`config.mk`:
```
export PLATFORM = sky130hd
export DESIGN_NAME = fetch_stage
export DESIGN_NICKNAME = d
export VERILOG_FILES = /design/src/rtl/fetch_stage.sv
export SDC_FILE = /design/constraint.sdc
export NUM_CORES = 1
export LEC_CHECK = 0
export CORE_ASPECT_RATIO = 1.2
export CORE_MARGIN = 3
export CORE_UTILIZATION = 38
export DETAILED_ROUTE_END_ITERATION = 10
export PLACE_DENSITY_LB_ADDON = 0.08
export SYNTH_ARGS = -nofsm -noshare
export SYNTH_HDL_FRONTEND = slang
export SYNTH_SLANG_ARGS = --single-unit
```
`constraint.sdc`:
```
create_clock -name clk -period 4.5 [get_ports clk]
set_clock_uncertainty 0.05 [all_clocks]
set_input_delay 1.125 -clock clk [delete_from_list [all_inputs] [get_ports clk]]
set_output_delay 1.125 -clock clk [all_outputs]
set_load 0.05 [all_outputs]
```
`src/rtl/fetch_stage.sv`:
```
// RV32I instruction-fetch stage: owns the PC, drives the instruction memory
// address and fills the IF/ID register, with stall/flush/redirect and fault capture.
module fetch_stage #(
  parameter logic [31:0] RESET_PC   = 32'h0000_0004,
  parameter int unsigned IMEM_DEPTH = 32,
  parameter logic [31:0] NOP_INSTR  = 32'h0000_0013
) (
  input  logic        clk,
  input  logic        reset_n,
  input  logic        stall_i,
  input  logic        flush_i,
  input  logic        redirect_i,
  input  logic [31:0] redirect_target_i,
  output logic [31:0] imem_addr_o,
  input  logic [31:0] imem_data_i,
  output logic [31:0] if_id_pc_o,
  output logic [31:0] if_id_pc_plus4_o,
  output logic [31:0] if_id_instr_o,
  output logic        if_id_valid_o,
  output logic        fetch_fault_o,
  output logic [31:0] fault_addr_o,
  output logic [31:0] fetch_count_o
);

  typedef enum logic [1:0] {BOOT, RUN, HALT} state_t;

  typedef struct packed {
    logic [31:0] pc;
    logic [31:0] instr;
    logic        valid;
  } ifid_t;

  // Widened by one bit so the bound itself cannot overflow for large depths.
  localparam logic [32:0] PC_LIMIT = 33'(IMEM_DEPTH) << 2;

  state_t      state_q, state_d;
  logic [31:0] pc_q, pc_d;
  ifid_t       ifid_q, ifid_d;
  logic        fault_q, fault_d;
  logic [31:0] fault_addr_q, fault_addr_d;
  logic [31:0] count_q, count_d;

  logic [31:0] pc_plus4;
  logic        pc_bad;

  assign pc_plus4 = pc_q + 32'd4;
  assign pc_bad   = ({1'b0, pc_q} >= PC_LIMIT) || (pc_q[1:0] != 2'b00);

  always_comb begin
    state_d      = state_q;
    pc_d         = pc_q;
    ifid_d       = ifid_q;
    fault_d      = fault_q;
    fault_addr_d = fault_addr_q;
    count_d      = count_q;
    unique case (state_q)
      BOOT: state_d = RUN;
      RUN: begin
        if (redirect_i && redirect_target_i[1:0] != 2'b00) begin
          state_d      = HALT;
          fault_d      = 1'b1;
          fault_addr_d = redirect_target_i;
          ifid_d.valid = 1'b0;
          ifid_d.instr = NOP_INSTR;
        end else if (redirect_i) begin
          pc_d         = redirect_target_i;
          ifid_d.valid = 1'b0;
          ifid_d.instr = NOP_INSTR;
        end else if (pc_bad) begin
          state_d      = HALT;
          fault_d      = 1'b1;
          fault_addr_d = pc_q;
          ifid_d.valid = 1'b0;
          ifid_d.instr = NOP_INSTR;
        end else if (flush_i) begin
          ifid_d.valid = 1'b0;
          ifid_d.instr = NOP_INSTR;
          if (!stall_i) pc_d = pc_plus4;
        end else if (!stall_i) begin
          ifid_d.pc    = pc_q;
          ifid_d.instr = imem_data_i;
          ifid_d.valid = 1'b1;
          pc_d         = pc_plus4;
          count_d      = count_q + 32'd1;
        end
      end
      HALT: ;  // absorbing until reset
      default: state_d = HALT;
    endcase
  end

  always_ff @(posedge clk or negedge reset_n) begin
    if (!reset_n) begin
      state_q      <= BOOT;
      pc_q         <= RESET_PC;
      ifid_q       <= '{pc: 32'd0, instr: NOP_INSTR, valid: 1'b0};
      fault_q      <= 1'b0;
      fault_addr_q <= 32'd0;
      count_q      <= 32'd0;
    end else begin
      state_q      <= state_d;
      pc_q         <= pc_d;
      ifid_q       <= ifid_d;
      fault_q      <= fault_d;
      fault_addr_q <= fault_addr_d;
      count_q      <= count_d;
    end
  end

  assign imem_addr_o      = pc_q;
  assign if_id_pc_o       = ifid_q.pc;
  assign if_id_pc_plus4_o = ifid_q.pc + 32'd4;
  assign if_id_instr_o    = ifid_q.instr;
  assign if_id_valid_o    = ifid_q.valid;
  assign fetch_fault_o    = fault_q;
  assign fault_addr_o     = fault_addr_q;
  assign fetch_count_o    = count_q;

endmodule

```
==> flow_summary.toml, run 1 <==
[clocking]
clock_latency_ns = 0.42
cts_resized = 0
cts_tree = "done"
postCtsSetupBuffers = 0
cts-root-buf = "clkbuf_16"
clkTransAtPathRegs_ns = 0.07
clock_path_buffers = 2
hold_buffers = 0
cts_buffers = 17
htreeDepth = 4
cts_sinks = 164

[placed_design]
place_ws_ns = 0.867
dp_hpwl_um = 15200
routabilityCongestion = 0.788
portBuffers = 262

[floorplanning]
die_height_um = 159
die_x_um = 133
coreArea_um2 = 19000
num_rows = 55
design.die.area_um2 = 21200
start_util = 0.389
ios = 263

[yosys]
syn_nets = 781
ys_seq_area_frac = 0.556
synth_ff_type = "dfrtp_1"
yosys.area_share.simple = 0.195
ys_warn_count = 0
synth_area_per_cell_um2 = 10.4
synth-seq-cells = 164
synth_area_leaders = "dfrtp_1 54%, nand2_1 4.9%, mux2i_1 4.5%"
netlist_area_um2 = 7390
netlist_instances = 708
synthMuxAreaShare = 0.0447
synth_compound_area_frac = 0.0938
synth_top_family_by_area = "simple AND/OR/NAND/NOR gates"
synth_cell_types = 51
synthArstFlopShare = 1.00
synth_fa_ha_area_frac = 0.00677
synth-xor-area-share = 0.0699
yosys.area.top_type = "dfrtp_1"
synth-edff-count = 0
synth_top_area_frac = 0.542

[timing]
period_share = 0.901
max_slew.worst_pin.slew_ns = 0.683
hold_violations = 0
slew_headroom = 0.543
max_freq_mhz = 247
period_minus_slack_ns = 4.05
tns_ns = 0
setup_viol = 0
rsz0062_at_grt = "no"
layout_setup_ws_ns = 0.445
drv_slew = 0

[critical_path]
reg2reg_slack_ns = 1.90
cp_data_arrival_time_ns = 2.88
path_max_fanout = 7
reg2regPathDepth = 5
cp.required_ns = 3.32
startpoint_type = "flop"
endpoint_kind = "output pin"
worstSetupPathType = "reg2out"
reg2reg_to = "fetch_count_o[14]"
r2r_start = "imem_addr_o[30]"

[global_route]
grt_pass1_wl_um = 34500
grt_usage = 0.203
grt_max_degree = 68
grt_antenna_before_repair = 0
grt_overflow_total = 0
grt_pass1_vias = 6242

[route]
antenna_left = 0
vias = 6130
remaining_drc_errors = 0
drt_iter0_markers = 301
wl_per_cell_um = 17.0
dr.pass1.iters = 4
wl_um = 21000
via_per_inst = 4.95

[min_path]
holdCritStartpoint = "if_id_instr_o[0]"
hp-class = "reg2reg"
min_to = "if_id_instr_o[0]"
holdPathStages = 2

[layout]
area_delta_synth_final_pct = 47.6
num-nets-final = 1043
final_util = 0.574
diodes = 0
drive_gt1_frac = 0.0773

[power]
power_density_nw_per_um2 = 339
power.leakage_nw = 4.85
irDropWorstVdd_v = 0.000251

[status]
status = "completed"

[flow_run]
drv_cap = 0
[through the flow]
| step | instances | total power [mW] | area, um^2 | hold WS (ns) |
|---|---|---|---|---|
| floorplan | 708 | 1.99 | 7390 | 0.444 |
| detailed placement | 1207 | 2.28 | 10300 | 0.403 |
| global route | 1239 | 3.85 | 10900 | 0.423 |
| CTS | 1239 | 3.75 | 10900 | 0.413 |
| global placement | 1207 | 2.28 | 10300 | 0.398 |
| finish | 1239 | 3.70 | 10900 | 0.411 |
[state kept, by name (all words and copies together), names as in the netlist]
signal         cells
fault_addr_o      32
fetch_count_o     32
fetch_fault_o      1
if_id_instr_o     32
if_id_pc_o        32
if_id_valid_o      1
imem_addr_o       32
state_q            2
[how the worst max path moves through the flow]
stage | from | end | slack (ns) | depth (start not counted)
2_1_floorplan | if_id_pc_o[2] | if_id_pc_plus4_o[26] | 0.51 | 6
3_3_place_gp | if_id_pc_o[9] | if_id_pc_plus4_o[27] | 0.90 | 7
3_5_place_dp | if_id_pc_o[2] | if_id_pc_plus4_o[24] | 0.87 | 7
4_1_cts | if_id_pc_o[9] | if_id_pc_plus4_o[29] | 0.40 | 7
5_1_grt | if_id_pc_o[9] | if_id_pc_plus4_o[27] | 0.11 | 7
6_report | if_id_pc_o[9] | if_id_pc_plus4_o[29] | 0.45 | 7
[cell usage after synthesis, types with 2 or more instances]
| cell type | count |
|---|---|
| and2_1 | 26 |
| buf_4 | 2 |
| and3_1 | 7 |
| dfrtp_1 | 160 |
| o32a_1 | 2 |
| o22ai_1 | 3 |
| dfstp_2 | 4 |
| nand2b_1 | 5 |
| mux2i_1 | 33 |
| o32ai_1 | 2 |
| and4_1 | 2 |
| buf_2 | 5 |
| o21ai_0 | 42 |
| a21boi_0 | 2 |
| or4_1 | 3 |
| or2_2 | 6 |
| nor2_1 | 53 |
| nor4_1 | 14 |
| xor2_1 | 25 |
| nor4_2 | 3 |
| a22o_1 | 29 |
| xnor2_1 | 34 |
| ha_1 | 4 |
| or3_1 | 2 |
| buf_6 | 3 |
| nand3_1 | 31 |
| nand4_1 | 21 |
| nor3_1 | 9 |
| clkbuf_1 | 24 |
| inv_1 | 22 |
| o21ai_1 | 4 |
| nand2_1 | 97 |
| o221a_2 | 2 |
| a21oi_1 | 10 |
[area by class of cell]
type / instances / area, um^2
clock buffers: 19 / 443
clock inverters: 13 / 149
fillers: 1718 / 8080
inverters: 22 / 82.6
multi-input cells: 487 / 3060
flip-flops and latches: 164 / 4110
well taps: 256 / 320
repair buffers: 278 / 2750
[where the power goes]
group,switching (mW),internal (mW),leakage [nW],total [mW]
combinational,0.407,0.230,2.40,0.637
clock,0.612,0.841,0.270,1.45
sequential,0.0605,1.55,2.18,1.61
total,1.08,2.62,4.85,3.70
[cell usage in the layout, fill, tap and decap left out, types with 9 or more instances in the layout]
cell and instances:
nand4_1 21, a22o_1 29, o21ai_0 41, nand2_1 97, dfrtp_1 160, xnor2_1 34, nor2_1 51, nor3_1 9
xor2_1 25, nand3_1 31, and2_1 26, mux2i_1 33, clkbuf_16 17, buf_4 19, a21oi_1 10, inv_1 22
nor4_1 14, clkdlybuf4s50_1 257
[logic make-up (layout without fill, tap and decap cells)]
kind of cell	count (synthesis)	after routing
flops	164	164
xor+xnor	59	59
buf+inv	57	332
mux	33	33
fa+ha+maj	4	4
simple gates	287	287
compound gates	104	104
[critical path: stages, from the launching register on]
cell and delay (ns):
dfrtp_1 0.45, nand4_1 0.21, nor4_1 0.28, buf_4 0.18, nand4_1 0.17, nor2_1 0.17, xor2_1 0.17, clkdlybuf4s50_1 0.82
[layer usage]
metal / global-route usage / vias up / wire length, um / part of all wire
li1: - / 2975 / - / -
met1: 0.255 / 2950 / 8910 / 0.42
met2: 0.341 / 186 / 10500 / 0.50
met3: 0.0599 / 19 / 1330 / 0.063
met4: 0.0547 / 0 / 287 / 0.014
met5: 0 / - / 0 / 0
No activity file was read; power rests on OpenSTA's default activity.
==> run 2, diff against run 1 <==
--- a/config.mk
+++ b/config.mk
@@ -5,6 +5,7 @@
 export SDC_FILE = /design/constraint.sdc
 export NUM_CORES = 1
 export LEC_CHECK = 0
+export CAP_MARGIN = 20
 export CORE_ASPECT_RATIO = 1.2
 export CORE_MARGIN = 3
 export CORE_UTILIZATION = 38
==> results of run 2 <==
The final DEF is identical to that of run 1; final timing and power are the same.
